==> config.mk <==
export PLATFORM = sky130hd
export DESIGN_NAME = counter_modn_cascade
export DESIGN_NICKNAME = d
export VERILOG_FILES = /design/src/rtl/counter_defs.sv /design/src/rtl/counter_modn_digit.sv /design/src/rtl/counter_modn_cascade.sv
export SDC_FILE = /design/constraint.sdc
export NUM_CORES = 1
export LEC_CHECK = 0
export BUFFER_PORTS_ARGS = -buffer_cell sky130_fd_sc_hd__buf_2
export CAP_MARGIN = 20
export CORE_MARGIN = 2
export CORE_UTILIZATION = 28
export DETAILED_ROUTE_END_ITERATION = 12
export PLACE_DENSITY_LB_ADDON = 0.3
export SLEW_MARGIN = 0
export SYNTH_ARGS = -nofsm -noshare
export SYNTH_HDL_FRONTEND = slang
export SYNTH_HIERARCHICAL = 1
export SYNTH_SLANG_ARGS = --single-unit
export TNS_END_PERCENT = 10
==> constraint.sdc <==
create_clock -name clk -period 3.3 [get_ports clk]
set_input_delay 0 -clock clk [delete_from_list [all_inputs] [get_ports clk]]
set_output_delay 0 -clock clk [all_outputs]
set_load 0.01 [all_outputs]
==> src/rtl/counter_defs.sv <==
// Shared defaults and digit-field packing for the modulo-N cascade counter.
// Digit i of any packed count lives at [i*WIDTH +: WIDTH]; digit 0 is least significant.
package counter_defs;

  localparam int DEF_MODULUS = 10;
  localparam int DEF_DIGITS  = 2;
  localparam int DEF_WIDTH   = 4;

  function automatic int digit_lsb(input int idx, input int width);
    return idx * width;
  endfunction

endpackage

==> src/rtl/counter_modn_digit.sv <==
// One modulo-MODULUS up/down digit with clamped parallel load.
// at_max/at_zero feed the ripple-enable chain of the digits above.
module counter_modn_digit #(
  parameter int MODULUS = 10,
  parameter int WIDTH   = 4
) (
  input  logic             clk,
  input  logic             rst,
  input  logic             step,
  input  logic             up,
  input  logic             load,
  input  logic [WIDTH-1:0] load_digit,
  output logic [WIDTH-1:0] digit,
  output logic             at_max,
  output logic             at_zero
);

  localparam logic [WIDTH-1:0] MAX_VAL = WIDTH'(MODULUS - 1);

  logic [WIDTH-1:0] r_digit;
  logic [WIDTH-1:0] w_load_clamped;

  // Out-of-range load fields saturate so the digit never leaves 0..MODULUS-1.
  assign w_load_clamped = (load_digit > MAX_VAL) ? MAX_VAL : load_digit;

  always_ff @(posedge clk) begin
    if (rst) begin
      r_digit <= '0;
    end else if (load) begin
      r_digit <= w_load_clamped;
    end else if (step) begin
      if (up) begin
        r_digit <= at_max ? '0 : r_digit + WIDTH'(1);
      end else begin
        r_digit <= at_zero ? MAX_VAL : r_digit - WIDTH'(1);
      end
    end
  end

  assign digit   = r_digit;
  assign at_max  = (r_digit == MAX_VAL);
  assign at_zero = (r_digit == '0);

endmodule

==> src/rtl/counter_modn_cascade.sv <==
// Cascade of DIGITS modulo-MODULUS up/down digits with load, terminal-count
// output and a sticky overflow flag; cout chains into the next instance's en.
module counter_modn_cascade
  import counter_defs::*;
#(
  parameter int MODULUS = DEF_MODULUS,
  parameter int DIGITS  = DEF_DIGITS,
  parameter int WIDTH   = DEF_WIDTH
) (
  input  logic                    clk,
  input  logic                    rst,
  input  logic                    en,
  input  logic                    up,
  input  logic                    load,
  input  logic [DIGITS*WIDTH-1:0] load_val,
  output logic [DIGITS*WIDTH-1:0] cnt,
  output logic                    cout,
  output logic                    ovf
);

  logic [DIGITS:0]   w_max_chain;
  logic [DIGITS:0]   w_zero_chain;
  logic [DIGITS-1:0] w_at_max;
  logic [DIGITS-1:0] w_at_zero;
  logic [DIGITS-1:0] w_step;
  logic              w_wrap;
  logic              r_ovf;

  // Chain bit i is set when every digit below i sits at its rollover value.
  assign w_max_chain[0]  = 1'b1;
  assign w_zero_chain[0] = 1'b1;

  for (genvar i = 0; i < DIGITS; i++) begin : g_digit
    localparam int LSB = digit_lsb(i, WIDTH);

    assign w_max_chain[i+1]  = w_max_chain[i] & w_at_max[i];
    assign w_zero_chain[i+1] = w_zero_chain[i] & w_at_zero[i];
    assign w_step[i]         = en & (up ? w_max_chain[i] : w_zero_chain[i]);

    counter_modn_digit #(
      .MODULUS (MODULUS),
      .WIDTH   (WIDTH)
    ) u_digit (
      .clk        (clk),
      .rst        (rst),
      .step       (w_step[i]),
      .up         (up),
      .load       (load),
      .load_digit (load_val[LSB +: WIDTH]),
      .digit      (cnt[LSB +: WIDTH]),
      .at_max     (w_at_max[i]),
      .at_zero    (w_at_zero[i])
    );
  end

  assign w_wrap = up ? w_max_chain[DIGITS] : w_zero_chain[DIGITS];
  assign cout   = en & w_wrap;

  // cout already includes en, so it marks exactly the edges where the whole count wraps.
  always_ff @(posedge clk) begin
    if (rst) begin
      r_ovf <= 1'b0;
    end else if (load) begin
      r_ovf <= 1'b0;
    end else if (cout) begin
      r_ovf <= 1'b1;
    end
  end

  assign ovf = r_ovf;

endmodule

==> results by group <==
Layout
  • Final #Nets: roughly 130
  • Area Growth Syn to Fin: 12.59%
  • Register area: 180.2 um2
  • Share of cells above drive strength 1: between 20 and 30%
  • Ant. Diodes: 0
  • Number of fill cells in the layout: roughly 310
  • Finished Cell Area: around 940 um2
  • Multi-input logic area: around 550 um2

Timing
  • Post-layout min period: 2.239 ns
  • Final hold vios: 0
  • Fmax: around 0.45 GHz
  • Worst setup margin: between 1 and 1.5 ns
  • Hold WS: around 0.056 ns
  • Unrepaired setup endpoints after global routing: false
  • Sum of negative setup slack: 0 ns
  • Clock skew: 0.0006301 ns
  • Tcrit/Tclk final: 67.86%
  • Worst Tran Pin Value: slightly above 0.6 ns
  • Slew Limit Fails: 0
  • Final setup fails: 0
  • Relative slew slack: between 50% and 60%

Worst hold path
  • Worst Hold Class: in2reg

Drt
  • WL final: 2.032 mm
  • DR vias: 832
  • Drc violations: 2
  • Avg WL per Cell: between 10 and 15 um
  • Iter 0 DRT Violations: 37
  • 1st-pass router iterations: 8
  • DR vias/cell: roughly 5.5
  • Antenna-violating nets left: 0

Synthesis
  • YS warnings: 6
  • FFs w/ async S/R, synth: 0%
  • Post-synth cell types: 29
  • Top post-synthesis cells by count: dfxtp_1, a21oi_1, buf_6, nor2_1, o21ai_0
  • Post-synth EDFFs: 0
  • Most frequent cell after synthesis: dfxtp_1
  • Synthesized cell area: ~830 um2
  • Post-synthesis average cell area: about 8.3 um2
  • Yosys top cell area share: a little over a fifth
  • Top cells by area, synth: dfxtp_1, buf_6, nor3b_1, a21oi_1, o21ai_0
  • Post-Syn Nets: approximately 110
  • FF+latch count, synth: 9
  • Register area share after synthesis: a little over a fifth
  • Cells after Synth: 100
  • Top FF cell, synth: dfxtp_1
  • Synth area leader: dfxtp_1

Critical path
  • CP arrival: 2.44 ns
  • CP Launch Type: flip-flop
  • WS Path Type: reg2reg
  • Type of destination of the critical path: flip-flop
  • CP required: around 3.5 ns
  • CP max stage delay: around 0.6 ns
  • Crit path cell chain: nor4_1, mux2i_1, nor2b_1, or2b_1, a211o_1, a21oi_1
  • R2R setup slack: roughly 1.1 ns
  • Worst Path Max Fanout: 11
  • Slowest-stage cell, CP: nor4_1

Placed design
  • Placed cell area: 893.4 um2
  • Hpwl dp: approximately 1.5 mm
  • Pre-CTS WS: between 1 and 1.5 ns
  • GP Congestion: ~0.8
  • Port Buffers: 22

Pwr
  • Pwr dens: approximately 340 nW/um2
  • Peak supply drop: a little under 0.0001 V
  • Pwr Total: approximately 0.32 mW
  • Leakage: 0.3703 nW

Run
  • Max-capacitance violation count: 0

Status
  • Outcome: finished with violations
  • Failing checks: design-rule violations

GRT
  • Largest net degree at the start of global routing: 22
  • Number of global-route vias before repair: 730
  • GRT Total Usage: 12.33%
  • Initial antenna violation count: 0
  • GRT overflow: 0
  • First-pass GRT wire length: between 3 and 4 mm

CTS
  • H-tree lvl count: 1
  • Postcts setup bufs: 0
  • Clock Path Buffers: 2
  • Post-CTS sizing: 0
  • Inserted Clock Buffers: 3
  • CTS root buffer: clkbuf_4
  • Hold buffer count at cts: 2
  • CTS tree: yes
  • Reg clk slew, reported paths: 0.07 ns
  • Clock Sinks: 9
  • Clock latency on the worst-skew pair: ~0.26 ns

Die
  • Initial core utilization: a little under 30%
  • I/O pins: 23
  • Row count: 19
  • Die area: 3433 um2
  • Core box area: about 2800 um2
  • Die W: roughly 60 um
  • Die height: around 60 um
power breakdown:
| group | total, mW | switching [mW] | leakage [nW] | internal (mW) |
|---|---|---|---|---|
| Combinational | 0.0888 | 0.0462 | 0.281 | 0.0427 |
| Sequential | 0.138 | 0.0208 | 0.0743 | 0.117 |
| Clock | 0.0892 | 0.0424 | 0.0150 | 0.0467 |
worst max-delay path: cells and delay by family, from the launching register on:
kind	cells	cell delay [ns]
AOI/OAI and AO/OA	2	0.35
DFF	1	0.43
muxes	1	0.14
and+or+nand+nor	3	1.24
placed cells by master, fill, tap and decap left out, types with 3 or more instances in the layout:
cell | Yosys | final
nand3_1 | 6 | 6
nor2_1 | 8 | 8
xor2_1 | 4 | 4
dfxtp_1 | 9 | 9
clkbuf_4 | 0 | 3
nand2b_1 | 4 | 4
inv_1 | 5 | 5
nor3b_1 | 6 | 6
o21ai_0 | 8 | 8
nor3_1 | 4 | 4
buf_2 | 0 | 22
a21oi_1 | 8 | 8
kinds of logic (layout without fill, tap and decap cells):
family,Yosys count,in the layout,share of synthesized area (%)
flip-flops,9,9,21.59
multiplexers,1,1,1.199
XOR/XNOR,6,6,6.297
AND/OR/NAND/NOR,44,44,36.28
AO/OA/AOI/OAI,27,27,21.59
buffers and inverters,13,33,13.04
per-layer routing:
layer,GRT usage [%],wire (um),vias to the layer above
met5,0,0,-
met4,2.922,15,0
met3,4.176,123,2
met2,21.83,976,28
met1,14.29,916,388
li1,-,-,414
sequential cells by signal, indices dropped and copies added (netlist names):
register               flops
g_digit.u_digit/digit      8
ovf                        1
path summary, 6_finish.rpt:
kind / start / end / depth (start not counted)
worst max-delay path: g_digit[0].u_digit/digit[0] / g_digit[1].u_digit/digit[1] / 6
worst min-delay path: load_val[7] / g_digit[1].u_digit/digit[0] / 3
worst max register to register: g_digit[0].u_digit/digit[0] / g_digit[1].u_digit/digit[1] / 6
worst min register to register: ovf / ovf / 2
cell type report:
| class | count | share of cell area [%] |
|---|---|---|
| multi-input cells | 78 | 58.06 |
| flip-flops and latches | 9 | 19.17 |
| repair buffers | 24 | 13.85 |
| well taps | 31 | 4.128 |
| clock buffers | 4 | 2.796 |
| inverters | 5 | 1.997 |
metrics by stage:
| stage | instances | util, % |
|---|---|---|
| after floorplan | 100 | - |
| after global placement | 145 | 31.85 |
| after detailed placement | 145 | 31.85 |
| after CTS | 151 | 33.50 |
| after global routing | 151 | 33.50 |
| final | 151 | 33.50 |
Power figures use the tool's default switching activity.
